**config.mk**
```make
export PLATFORM = sky130hd
export DESIGN_NAME = set_flag_gen
export DESIGN_NICKNAME = d
export VERILOG_FILES = /design/src/rtl/set_flag_gen.sv
export SDC_FILE = /design/constraint.sdc
export NUM_CORES = 1
export LEC_CHECK = 0
export CELL_PAD_IN_SITES_DETAIL_PLACEMENT = 1
export CELL_PAD_IN_SITES_GLOBAL_PLACEMENT = 1
export CORE_ASPECT_RATIO = 1.75
export CORE_MARGIN = 10
export CORE_UTILIZATION = 36
export DETAILED_ROUTE_END_ITERATION = 8
export GPL_TIMING_DRIVEN = 0
export HOLD_SLACK_MARGIN = 0.12
export PLACE_DENSITY_LB_ADDON = 0.1
export SETUP_SLACK_MARGIN = 0.4
export SYNTH_ARGS = -nofsm -noshare
export SYNTH_HDL_FRONTEND = slang
export SYNTH_SLANG_ARGS = --single-unit
```
**constraint.sdc**
```tcl
create_clock -name clk -period 10.3 [get_ports clk]
set_clock_uncertainty 0.1 [all_clocks]
set_input_delay 2.575 -clock clk [delete_from_list [all_inputs] [get_ports clk]]
set_output_delay 2.575 -clock clk [all_outputs]
set_load 0.01 [all_outputs]
```
**src/rtl/set_flag_gen.sv**
```systemverilog
// Multi-cycle compare-flag generator: diff = a - b computed SLICE bits per cycle, LSB first,
// producing a_msb/b_msb/diff_msb/is_not_zero. Define SET_FLAG_OVF_EN to add the signed-overflow output ovf.
module set_flag_gen #(
  parameter int WIDTH = 32,
  parameter int SLICE = 8
) (
  input  logic             clk,
  input  logic             reset,
  input  logic             in_valid,
  output logic             in_ready,
  input  logic [WIDTH-1:0] a,
  input  logic [WIDTH-1:0] b,
  output logic             out_valid,
  input  logic             out_ready,
  output logic [WIDTH-1:0] diff,
  output logic             a_msb,
  output logic             b_msb,
  output logic             diff_msb,
  output logic             is_not_zero
`ifdef SET_FLAG_OVF_EN
  ,
  output logic             ovf
`endif
);

  localparam int NSLICE = WIDTH / SLICE;
  localparam int CNT_W  = (NSLICE > 1) ? $clog2(NSLICE) : 1;
  localparam logic [CNT_W-1:0] LAST_CNT   = CNT_W'(NSLICE - 1);
  localparam logic [WIDTH-1:0] SLICE_MASK = WIDTH'({SLICE{1'b1}});

  typedef enum logic [1:0] {IDLE, CALC, HOLD} state_e;

  state_e           state_q, state_d;
  logic [CNT_W-1:0] cnt_q, cnt_d;
  logic             carry_q, carry_d;
  logic             nz_acc_q, nz_acc_d;
  logic [WIDTH-1:0] a_q, a_d;
  logic [WIDTH-1:0] nb_q, nb_d;
  logic [WIDTH-1:0] diff_q, diff_d;
  logic             a_msb_q, a_msb_d;
  logic             b_msb_q, b_msb_d;
  logic             diff_msb_q, diff_msb_d;
  logic             is_nz_q, is_nz_d;
  logic             out_valid_q, out_valid_d;
`ifdef SET_FLAG_OVF_EN
  logic             ovf_q, ovf_d;
`endif

  int unsigned      sh;
  logic [SLICE-1:0] a_sl, nb_sl;
  logic [SLICE:0]   sum;

  // Current slice is selected by shifting, so the adder is SLICE bits wide regardless of WIDTH.
  always_comb begin
    sh    = int'(cnt_q) * SLICE;
    a_sl  = SLICE'(a_q >> sh);
    nb_sl = SLICE'(nb_q >> sh);
    sum   = {1'b0, a_sl} + {1'b0, nb_sl} + {{SLICE{1'b0}}, carry_q};
  end

  always_comb begin
    // NOTE: every _d gets its hold value first so no path through the case can infer a latch.
    state_d     = state_q;
    cnt_d       = cnt_q;
    carry_d     = carry_q;
    nz_acc_d    = nz_acc_q;
    a_d         = a_q;
    nb_d        = nb_q;
    diff_d      = diff_q;
    a_msb_d     = a_msb_q;
    b_msb_d     = b_msb_q;
    diff_msb_d  = diff_msb_q;
    is_nz_d     = is_nz_q;
    out_valid_d = out_valid_q;
`ifdef SET_FLAG_OVF_EN
    ovf_d       = ovf_q;
`endif

    unique case (state_q)
      IDLE: begin
        if (in_valid) begin
          a_d      = a;
          nb_d     = ~b;
          a_msb_d  = a[WIDTH-1];
          b_msb_d  = b[WIDTH-1];
          carry_d  = 1'b1;
          cnt_d    = '0;
          nz_acc_d = 1'b0;
          state_d  = CALC;
        end
      end
      CALC: begin
        diff_d   = (diff_q & ~(SLICE_MASK << sh)) | (WIDTH'(sum[SLICE-1:0]) << sh);
        carry_d  = sum[SLICE];
        nz_acc_d = nz_acc_q | (|sum[SLICE-1:0]);
        cnt_d    = cnt_q + CNT_W'(1);
        if (cnt_q == LAST_CNT) begin
          diff_msb_d  = sum[SLICE-1];
          is_nz_d     = nz_acc_d;
          out_valid_d = 1'b1;
          state_d     = HOLD;
`ifdef SET_FLAG_OVF_EN
          ovf_d       = (a_msb_q != b_msb_q) && (sum[SLICE-1] != a_msb_q);
`endif
        end
      end
      HOLD: begin
        if (out_ready) begin
          out_valid_d = 1'b0;
          state_d     = IDLE;
        end
      end
      default: state_d = IDLE;
    endcase
  end

  always_ff @(posedge clk) begin
    // NOTE: state uses non-blocking assignments only, so every register samples pre-edge values.
    if (reset) begin
      state_q     <= IDLE;
      cnt_q       <= '0;
      carry_q     <= 1'b1;
      nz_acc_q    <= 1'b0;
      a_q         <= '0;
      nb_q        <= '0;
      diff_q      <= '0;
      a_msb_q     <= 1'b0;
      b_msb_q     <= 1'b0;
      diff_msb_q  <= 1'b0;
      is_nz_q     <= 1'b0;
      out_valid_q <= 1'b0;
`ifdef SET_FLAG_OVF_EN
      ovf_q       <= 1'b0;
`endif
    end else begin
      state_q     <= state_d;
      cnt_q       <= cnt_d;
      carry_q     <= carry_d;
      nz_acc_q    <= nz_acc_d;
      a_q         <= a_d;
      nb_q        <= nb_d;
      diff_q      <= diff_d;
      a_msb_q     <= a_msb_d;
      b_msb_q     <= b_msb_d;
      diff_msb_q  <= diff_msb_d;
      is_nz_q     <= is_nz_d;
      out_valid_q <= out_valid_d;
`ifdef SET_FLAG_OVF_EN
      ovf_q       <= ovf_d;
`endif
    end
  end

  assign in_ready    = (state_q == IDLE);
  assign out_valid   = out_valid_q;
  assign diff        = diff_q;
  assign a_msb       = a_msb_q;
  assign b_msb       = b_msb_q;
  assign diff_msb    = diff_msb_q;
  assign is_not_zero = is_nz_q;
`ifdef SET_FLAG_OVF_EN
  assign ovf         = ovf_q;
`endif

endmodule

```
==> out/qor.yml, run 1 <==
status:
  status: "finished, final reports clean"
clock_tree:
  cts_made_buffers: 9
  cts_setup_buffers: 0
  clock_path_buffers: 2
  cts-resized-gates: 0
  clk_latency_ps: 350
  root_buffer: "clkbuf_16"
  htree_levels: 3
  cts.clk_slew.worst_paths_ps: 70
  cts_sinks: 106
  postCtsHoldBufs: 0
  cts_tree: "built"
pwr:
  powerDensity_nw_per_um2: 164.3
  total_power_mw: 0.9781
  ir_drop_mv: 0.09160
  leakagePower_nw: 2.163
logic_synthesis:
  synth_compound_area_frac: 0.1802
  postSynthAreaPerCell_sq_um: 9.076
  syn_nets: 566
  syn-cell-area_sq_um: 4402
  synth_xor_area_frac: 0.005969
  synth-simple-area-share: 0.1703
  synth-edff-count: 0
  syn_inst: 485
  synth_top_family_by_area: "compound AO/OA/AOI/OAI gates"
  synthMuxAreaShare: 0.08414
  async_flop_share: 0
  synth-seq-area-share: 0.4821
  ys_seq_elements: 106
  synth_flop_cell: "dfxtp_1"
  synth_warnings: 0
  synthAdderAreaFrac: 0.04036
  yosysUniqueCellTypes: 38
routing:
  wl_met1_mm: 5.626
  met3_length_microns: 600
  drt_pass1_iterations: 4
  drcViolationCount: 0
  dr_wl_met2_mm: 8.030
  wire_per_inst_microns: 19.25
  wl_mm: 14.80
  first_iter_violations: 136
  viasPerCell: 5.248
  top_layer: "met4"
  vias: 4036
  ant_nets: 0
run:
  drv_cap: 0
sta:
  slew_violations: 0
  hold_violations: 0
  timing.final.crit_share: 0.4201
  slew_headroom: 0.3617
  rsz0062_at_grt: "no"
  period_needed_ps: 4327
  setup_tns_ps: 0
  worst_pin_slew_ps: 950.2
  fmax_mhz: 231.1
  setup_violations: 0
critical_path:
  cp-start-kind: "input port"
  end_kind: "register"
  critical_path_class: "input port to register"
  worstReg2RegStart: "cnt_q[1]"
  arrival_ps: 4500
  crit_fanout: 10
  critPathRequiredTime_ps: 10470
  reg2reg_depth: 9
  critPathLaunch: "in_valid"
die:
  start_util: 0.3667
  io_pins: 106
  dieArea_sq_um: 17220
  dieHeight_microns: 166.3
  coreArea_sq_um: 12000
  rows: 53
  fp.dieW_microns: 103.6
final_layout:
  stdcell_count: 769
  area_growth_pct: 35.25
  multi_input_area_sq_um: 2117
  drive_above_1_share: 0.06291
  n_fill_cell: 1413
  ff_latch_area_sq_um: 2122
  antennaDiodeCount: 0
  nNetsFinal: 681
hold_path:
  hold_class: "register to register"
  worstHoldStart: "a_q[16]"
  whs_path_depth: 2
placement:
  io_buffers: 104
  dpl.cell_count: 754
  dp_hpwl_mm: 11.45
  finalWeightedCongestion: 0.8347
global_routing:
  grt_max_degree: 17
  grt_antenna_before_repair: 0
  grt_pass1_vias: 4566
  grt_overflow: 0
  grt_pass1_wl_mm: 23.84
  grt_use_total: 0.1711
[placed cells by master (no fill, tap or decap), types with 2 or more instances in the layout]
cell type,synthesis,layout
dfxtp_1,106,106
clkdlybuf4s50_1,0,104
nor2_1,79,79
nand2_1,76,76
a21oi_1,48,48
a211oi_1,32,32
a22oi_1,31,31
clkbuf_1,23,23
mux4_2,16,16
ha_1,11,11
inv_1,10,10
nor3_1,10,10
clkbuf_16,0,9
buf_1,5,5
buf_2,4,4
nand2b_1,4,4
o21ai_0,3,3
xor2_1,2,2
nor2b_1,2,2
or3_1,2,2
fa_1,2,2
clkbuf_8,0,2
[synth_stat cells, drive strengths merged, types with 2 or more instances]
master  count  area, sq um
dfxtp     106         2122
nor2       79        296.5
nand2      76        285.3
a21oi      48        240.2
a211oi     32        240.2
a22oi      31        232.7
clkbuf     23        86.33
mux4       16        360.4
ha         11        137.6
nor3       11        60.06
inv        10        37.54
buf         9        38.79
nand2b      4        25.02
o21ai       3        15.01
fa          2        40.04
nor2b       2        12.51
nor4        2        18.77
or2         2        12.52
or3         2        12.51
xor2        2        17.52
[kinds of logic (layout without fill, tap and decap cells)]
group | Yosys count | count (layout)
AOI/OAI and AO/OA | 122 | 122
buffers and inverters | 42 | 161
DFF | 106 | 106
adders and majority gates | 13 | 13
and+or+nand+nor | 182 | 182
muxes | 17 | 17
xor gates and xnor gates | 3 | 3
[report_power, final]
| part | switching, mW | internal, mW |
|---|---|---|
| registers | 0.0128 | 0.433 |
| clock network | 0.153 | 0.201 |
| logic | 0.101 | 0.0763 |
| total | 0.268 | 0.710 |
[layout make-up]
| cell class | instances | area share |
|---|---|---|
| clock inverters | 4 | 0.008617 |
| multi-input cells | 337 | 0.3556 |
| clock buffers | 11 | 0.04245 |
| inverters | 10 | 0.006305 |
| repair buffers | 104 | 0.1749 |
| plain buffers | 32 | 0.02102 |
| well taps | 165 | 0.03468 |
| flip-flops and latches | 106 | 0.3565 |
[stage by stage]
step / hold slack (ps) / area, sq um / util / setup slack [ps]
finish: 357.1 / 5953 / 0.4960 / 5973
global placement: 339.3 / 5649 / 0.4707 / 5662
global route: 371.9 / 5953 / 0.4960 / 5796
floorplan: 333.1 / 4402 / - / 6678
CTS: 359.9 / 5953 / 0.4960 / 5949
detailed placement: 349.3 / 5649 / 0.4707 / 5581
[worst paths after layout]
kind | slack, ps | end
setup / recovery | 5970 | a_q[25]
hold / removal | 360 | a_q[16]
setup reg to reg | 6160 | is_not_zero
hold reg to reg | 360 | a_q[16]
[worst max-delay path: stages]
cell and delay (ps):
clkdlybuf4s50_1 470, and2_1 120, buf_2 200, buf_2 300, buf_1 500, nand2_1 170, a21oi_1 160
[per-layer routing]
metal / vias up / track usage
met1: 1986 / 0.1694
met5: - / 0
met4: 0 / 0.07830
met3: 26 / 0.03963
li1: 1931 / -
met2: 93 / 0.3245
[registers in the layout (all words and copies together), names as in the netlist]
| signal | flops |
|---|---|
| is_not_zero | 1 |
| cnt_q | 2 |
| b_msb | 1 |
| diff_msb | 1 |
| diff | 32 |
| carry_q | 1 |
| out_valid | 1 |
| nz_acc_q | 1 |
| state_q | 2 |
| a_q | 32 |
| nb_q | 32 |
(Power assumes the default switching activity.)
==> inputs of run 2 (changes only) <==
- clock period: 10.3 -> 4.05 ns (I/O delays scaled with it)
==> run 2 against run 1 <==
Compared with the run above: sequential share of layout area down 0.39 points; power rose to 2.6 times the previous value; register-to-register slack worse by 5600 ps; die area unchanged; via count down 0.20%; routed wire length up 0.41%; worst hold slack worse by 0.80 ps; cell count unchanged.
==> out/qor.yml, run 2 (synthesized netlist as in run 1, its figures left out) <==
status:
  status: "finished, final reports clean"
critical_path:
  arrival_ps: 3580  # -920 ps
  crit_fanout: 10  # unchanged
  end_kind: "register"
  critical_path_class: "register to register"
  cp_num_buf_inv: 3  # -1
  worstReg2RegStart: "cnt_q[0]"
  rrSetupSlack_ps: 570  # -5590 ps
  cp_slowest_cell: "or4_1"
  slowest_delay_ps: 530  # +30 ps
  crit_chain: "buf_8 -> mux4_2 -> inv_1 -> fa_1 -> fa_1 -> inv_1 -> or3_1 -> or4_1 -> nor4_4 -> a311oi_1"
  rr_endpoint: "is_not_zero"
  critPathTopFamily: "simple AND/OR/NAND/NOR gates"
  cp-start-kind: "register"
  reg2reg_depth: 10  # +1
  critPathRequiredTime_ps: 4150  # -6320 ps
clock_tree:
  cts_made_buffers: 9  # unchanged
  cts_setup_buffers: 0  # unchanged
  cts_sinks: 106  # unchanged
  clock_path_buffers: 2  # unchanged
  clk_latency_ps: 340  # about the same
  cts_tree: "built"
  cts.clk_slew.worst_paths_ps: 70  # about the same
  htree_levels: 3  # unchanged
  root_buffer: "clkbuf_16"
hold_path:
  whs_path_depth: 2  # unchanged
  min_to: "a_q[16]"
  worstHoldStart: "a_q[16]"
  hold_class: "register to register"
routing:
  first_iter_violations: 147  # +8.1%
  viasPerCell: 5.238  # -0.20%
  wl_mm: 14.86  # +0.41%
  ant_nets: 0  # unchanged
  wire_per_inst_microns: 19.33  # +0.41%
  vias: 4028  # -0.20%
  drcViolationCount: 0  # unchanged
  drt_pass1_iterations: 4  # unchanged
die:
  coreArea_sq_um: 12000  # unchanged
  io_pins: 106  # unchanged
  rows: 53  # unchanged
  fp.dieW_microns: 103.6  # unchanged
  dieHeight_microns: 166.3  # unchanged
  dieArea_sq_um: 17220  # unchanged
  start_util: 0.3667  # unchanged
sta:
  timing.final.crit_share: 0.8589
  period_needed_ps: 3479
  setup_tns_ps: 0  # unchanged
  hold_violations: 0  # unchanged
  worst_pin_slew_ps: 950.6  # +0.3883 ps
  slew_headroom: 0.3614  # about the same
  rsz0062_at_grt: "yes"
  setup_violations: 0  # unchanged
  slew_violations: 0  # unchanged
  fmax_mhz: 287.5
pwr:
  powerDensity_nw_per_um2: 416.0  # +150%
  ir_drop_mv: 0.2367  # +160%
  leakagePower_nw: 2.183  # +0.94%
final_layout:
  final_common_cell: "dfxtp_1"
  antennaDiodeCount: 0  # unchanged
  final_cell_mix: "dfxtp_1 (106), clkdlybuf4s50_1 (104), nor2_1 (78)"
  nNetsFinal: 681  # unchanged
  final_util: 0.5015  # +0.005525
  area_growth_pct: 36.75
  drive_above_1_share: 0.07285  # +0.009934
global_routing:
  grt_pass1_wl_mm: 23.88  # +0.17%
  grt_antenna_before_repair: 0  # unchanged
  grt_pass1_vias: 4581  # +0.33%
  grt_overflow: 0  # unchanged
  grt_use_total: 0.1714  # +0.0003220
  grt_max_degree: 17  # unchanged
placement:
  finalWeightedCongestion: 0.8347  # unchanged
  dp_hpwl_mm: 11.45  # unchanged
  io_buffers: 104  # unchanged
run:
  drv_cap: 0  # unchanged
## run 2: repair_timing
action / CTS / global route
hold buffers: 0 / 0
gates cloned: 0 / 0
gates resized for setup: 6 / 11
endpoints found under the setup margin: 24 / 2
## run 2: how the worst max path moves through the flow
stage,depth (start not counted),start,endpoint
detailed placement,10,cnt_q[1],is_not_zero
global route,11,cnt_q[0],is_not_zero
floorplan,9,cnt_q[0],is_not_zero
global placement,10,cnt_q[1],is_not_zero
CTS,10,cnt_q[0],is_not_zero
finish,10,cnt_q[0],is_not_zero
## run 2: through the flow
stage / hold WS, ps / worst slack [ps] / power [mW] / instances / cell area (sq um)
final: 356.3 / 571.4 / 2.504 / 769 / 6020
after detailed placement: 349.3 / -144.6 / 1.614 / 754 / 5649
after floorplan: 333.1 / 794.5 / 1.404 / 485 / 4402
after global routing: 371.9 / 400.2 / 2.613 / 769 / 6020
after CTS: 359.9 / 448.8 / 2.506 / 769 / 5967
after global placement: 339.3 / -141.4 / 1.597 / 754 / 5649
## run 2: cell type report
class | instances | area (sq um)
Fill cell | 1400 | 5983
Multi-Input combinational cell | 337 | 2158
Sequential cell | 106 | 2122
Timing Repair Buffer | 104 | 1041
Clock buffer | 11 | 252.7
Tap cell | 165 | 206.4
Buffer | 32 | 150.1
Clock inverter | 4 | 51.30
Inverter | 10 | 37.54
## run 2: report_power, final
part           switching (mW)  internal, mW
logic                   0.268         0.203
registers              0.0332          1.10
clock network           0.388         0.510
## run 2: worst reg2reg max path: stages (launching register included)
cell	delay (ps)
dfxtp_1	350
buf_8	170
mux4_2	330
inv_1	80
fa_1	440
fa_1	500
inv_1	130
or3_1	400
or4_1	530
nor4_4	190
a311oi_1	130
## run 2: layer usage
layer,track usage,wire length (microns)
met5,0,0
met2,0.3209,8011
met3,0.03924,644
met1,0.1704,5530
met4,0.08693,677
